## src/rtl/acc_shift_pkg.sv

```systemverilog
// Shared accumulator definitions for the bit-serial datapath.
package acc_shift_pkg;

  // System accumulator width; used as the WIDTH override where the register is instantiated.
  localparam int unsigned ACC_WIDTH = 8;

  typedef logic [ACC_WIDTH-1:0] acc_word_t;

endpackage

```

## src/rtl/accumulator_shift_reg_core.sv

```systemverilog
// Parallel-load, right-shifting accumulator register: streams the word out LSB-first on Sout
// while the serial result on Si refills it from the MSB end.
// Optional feature macro: ACCUMULATOR_SHIFT_REG_PAROUT_EN exposes the register as output Q.
// Port order is kept as CLK, Si, L, Load, Sout, C so positional instantiations stay valid.
module accumulator_shift_reg_core
  import acc_shift_pkg::*;
#(
  parameter int unsigned WIDTH = 8
) (
  input  logic             CLK,
  input  logic             Si,
  input  logic             L,
  input  logic [WIDTH-1:0] Load,
  output logic             Sout,
  input  logic             C
`ifdef ACCUMULATOR_SHIFT_REG_PAROUT_EN
  ,
  output logic [WIDTH-1:0] Q
`endif
);

  logic [WIDTH-1:0] q_q;

  // Reset wins over load, load wins over shift; every non-reset edge loads or shifts.
  always_ff @(posedge CLK or posedge C) begin
    if (C) begin
      q_q <= '0;
    end else if (L) begin
      q_q <= Load;
    end else begin
      q_q <= {Si, q_q[WIDTH-1:1]};
    end
  end

  // Serial output comes straight from the flop so it never sees Si or Load directly.
  assign Sout = q_q[0];

`ifdef ACCUMULATOR_SHIFT_REG_PAROUT_EN
  assign Q = q_q;
`endif

endmodule

```

## config.mk

```make
export PLATFORM = sky130hd
export DESIGN_NAME = accumulator_shift_reg_core
export DESIGN_NICKNAME = d
export VERILOG_FILES = /design/src/rtl/acc_shift_pkg.sv /design/src/rtl/accumulator_shift_reg_core.sv
export SDC_FILE = /design/constraint.sdc
export NUM_CORES = 1
export LEC_CHECK = 0
export ABC_AREA = 0
export CAP_MARGIN = 20
export CORE_AREA = 2 2 39 41
export DETAILED_ROUTE_END_ITERATION = 10
export DIE_AREA = 0 0 41 43
export HOLD_SLACK_MARGIN = 0.03
export PLACE_DENSITY_LB_ADDON = 0.08
export SLEW_MARGIN = 20
export SYNTH_ARGS = -nofsm -noshare
export SYNTH_HDL_FRONTEND = slang
export SYNTH_SLANG_ARGS = --single-unit
```

## constraint.sdc

```tcl
create_clock -name CLK -period 0.8 [get_ports CLK]
set_input_delay 0.16 -clock CLK [delete_from_list [all_inputs] [get_ports CLK]]
set_output_delay 0.16 -clock CLK [all_outputs]
set_load 0.005 [all_outputs]
```

# After elaboration in Yosys (flattened, before gate mapping)
# Cells that the tools add are included.
[word_totals] ff_bits=8 input_bits=12 out_inout_bits=1 word_cells=2
[op_classes] muxes=1
[op_table] cell="8-bit 2-to-1 mux" n=1

# Logic depth before layout (Yosys ltp)
[depth] ltp_word=1 depth_mapped=2 mapped_depth_nobuf=1

# Least setup slack after synthesis
# Ideal clock, no wire load.
[synth_path] path_kind="reg-to-reg" startpoint="register q_q[1]" endpoint="register q_q[0]" setup_time_ps=125 t_arrival_ps=586 required_ps=675 setup_slack_ps=89 stages_incl_launch_ff=2 n_path_buf=0 path_cell_list="dfrtp_1 mux2_4"
[synth_via] elab_chain_cells=1
[synth_lines] item="start, declared" line_no="accumulator_shift_reg_core.sv:22" text="logic [WIDTH-1:0] q_q;"
[synth_lines] item="start signal, assigned" line_no="accumulator_shift_reg_core.sv:29" text="q_q <= Load;"
[synth_lines] item="start signal, assigned" line_no="accumulator_shift_reg_core.sv:31" text="q_q <= {Si, q_q[WIDTH-1:1]};"
[synth_lines] item="8-bit 2-to-1 mux" line_no="accumulator_shift_reg_core.sv:28" text="end else if (L) begin"
# No other way between the ends.

# Final worst setup path
[layout_path] startpoint="register q_q[0]" endpoint="output port Sout"
[layout_lines] item="end, declared" line_no="accumulator_shift_reg_core.sv:14" text="output logic Sout,"
# No word-level cell between the ends.

==> key figures <==
Status
  – Status: finished, violations left
  – Violated checks: setup timing

Detailed routing
  – Pre-Repair DR Iteration Count: 2
  – Routed len/inst: 11.16 um
  – Antenna viol nets, final: 0
  – Starting DRC count in detailed routing: 3
  – Vias per cell: 3.816
  – # DRC: 0
  – Routed Wire Length: 547 um
  – Vias: 187

Global route
  – Initial antenna violation count: 0
  – Total Routing Usage GR: 7.911%
  – Vias in the first global route: 200
  – First-pass GRT wire length: 897 um
  – Total gr overflow: 0
  – Largest net degree at the start of global routing: 9

CTS
  – Sink Count: 8
  – Max H-tree Level: 1
  – CTS buffer count: 3
  – # hold bufs at CTS: 0
  – CTS tree: yes
  – Clock-pin slew on the worst setup and hold paths: 0.05 ns
  – Clk_lat worst skew: 0.24 ns
  – Root Buffer: clkbuf_4
  – Clk buf depth: 2

Timing
  – Final period utilization: 109.0%
  – Peak Freq: 1147 MHz
  – Final Setup Violations: 1
  – Clock Skew: 0.002467 ns
  – Worst Tran Pin Value: 0.2943 ns
  – Final Max Slew Viols: 0
  – Slew HR: 80.36%
  – Final WS setup: -0.07198 ns
  – Setup TNS: -0.07198 ns
  – Post-layout minimum cycle time: 0.8720 ns
  – Final Hold Viols: 0
  – RSZ-0062 raised after global routing: yes

Critical path
  – Worst path cell trace: clkbuf_2
  – Slowest stage cell, crit path: dfrtp_1
  – FF-to-FF End: q_q[5]$_DFF_PP0_
  – CP Buf/Inv Count: 1
  – Crit Path Class: register to primary output
  – CP endpoint kind: primary output
  – Critical path arrival: 0.71 ns
  – R2r startpoint: q_q[6]$_DFF_PP0_
  – Flop2flop setup slack: 0.05 ns
  – Critical Path Max Stage Delay: 0.36 ns
  – Worst reg-to-reg path cell count: 1
  – Worst Path Required: 0.64 ns
  – CP Depth: 1
  – CP delay by family, top: flip-flops
  – Maximum fanout along the worst path: 1
  – Startpoint Class: register

Power
  – VDD IR max: 0.0007525 V
  – PD cells: 1800 nW/um^2
  – Leakage: 0.0002360 uW

Final layout
  – Final Cell Area: 500.5 um^2
  – Synth-to-layout area growth: 49.25%
  – Biggest register: q_q
  – Layout net count: 47
  – Fraction of layout cells with a size suffix above 1: 39.39%
  – Multi-input gate area: 120.1 um^2
  – Final-layout fill cell count: 135
  – Seq. cell area: 200.2 um^2
  – Finished Layout Cells: 49
  – Post-layout util: 36.17%
  – Antenna diode count: 0
  – Max reg flops: 8
  – Top flop regs: q_q: 8 flops

Floorplanning
  – Std-Cell Rows: 14
  – Core region area: 1384 um^2
  – Ports: 13
  – Initial Util: 24.23%
  – Die area: 1763 um^2
  – Die height: 43 um
  – Die Wd: 41 um

Logic synthesis
  – FFs w/ async S/R, synth: 100.0%
  – Top cells by count, synth: dfrtp_1 (8), mux2_4 (8), buf_6 (1), inv_1 (1)
  – Register area share after synthesis: 59.70%
  – Syn Inst Count: 18
  – Library cells used by synthesis: 4
  – Top cells by area, synth: dfrtp_1 (60%), mux2_4 (36%), buf_6 (3.4%), inv_1 (1.1%)
  – Share of the synthesized area in the top cell type: 59.70%
  – Synth area leader: dfrtp_1
  – Yosys warns: 0
  – Post-Synthesis Net Count: 30
  – Post-Syn Area: 335.3 um^2
  – Ys flop type: dfrtp_1
  – Avg Cell Area, Syn: 18.63 um^2
  – Seq cells post-synth: 8
  – Number of enable flip-flop cells after synthesis: 0

Run
  – # Max-Cap Violations: 0

Place
  – Port bufs: 12
  – Inst Count DP: 46
  – Dpl ws: -0.4443 ns
  – GPL Wtd Cong: 0.6281
  – Placed inst area: 484.2 um^2

Hold path
  – HP Class: input port to async pin
==> layer usage <==
metal	vias to the layer above	global-route usage [%]	wire length, um
met5	-	0	0
met4	0	6.000	0
met3	0	3.141	35
met2	7	10.31	271
met1	89	9.967	240
li1	91	-	-
==> final cells by class <==
cell class                 count  area share (%)
clock buffer                   3           4.500
sequential                     8           40.00
inverter                       1          0.7500
tap                           16           4.000
timing repair buffer          13           26.75
multi-input combinational      8           24.00
==> worst max path at each step <==
stage / from / end / slack [ns]
5_1_grt: q_q[0]$_DFF_PP0_ / Sout / -0.11
4_1_cts: q_q[0]$_DFF_PP0_ / Sout / -0.18
6_report: q_q[0]$_DFF_PP0_ / Sout / -0.07
3_3_place_gp: L / q_q[2]$_DFF_PP0_ / -0.43
2_1_floorplan: q_q[1]$_DFF_PP0_ / q_q[0]$_DFF_PP0_ / 0.09
3_5_place_dp: L / q_q[0]$_DFF_PP0_ / -0.44
==> cell usage in the layout, fill, tap and decap left out, drive strengths merged <==
cell type	n
mux2	8
dfrtp	8
inv	1
clkdlybuf4s50	10
clkbuf	4
buf	1
dlygate4sd2	1
==> through the flow <==
step                      hold slack, ns  power, uW
after floorplan                 -0.02434      541.2
after global routing              0.1823      944.8
final                             0.1512      900.8
after global placement            0.4261      621.3
after detailed placement          0.4267      625.1
after CTS                         0.1563      924.1
==> cell families after synthesis <==
group	share of synthesized area (%)
DFF	59.70
buffers and inverters	4.476
muxes	35.82
==> where the power goes <==
part | switching (uW) | total, uW | internal [uW]
Combinational | 39.7 | 154 | 115
Clock | 121 | 291 | 171
Sequential | 11.3 | 455 | 444
==> what timing repair did <==
action / CTS / global route
cloned: 0 / 0
gates resized for setup: 3 / 1
endpoints found under the setup margin: 9 / 1
setup buffers: 0 / 0
(Power assumes the default switching activity.)
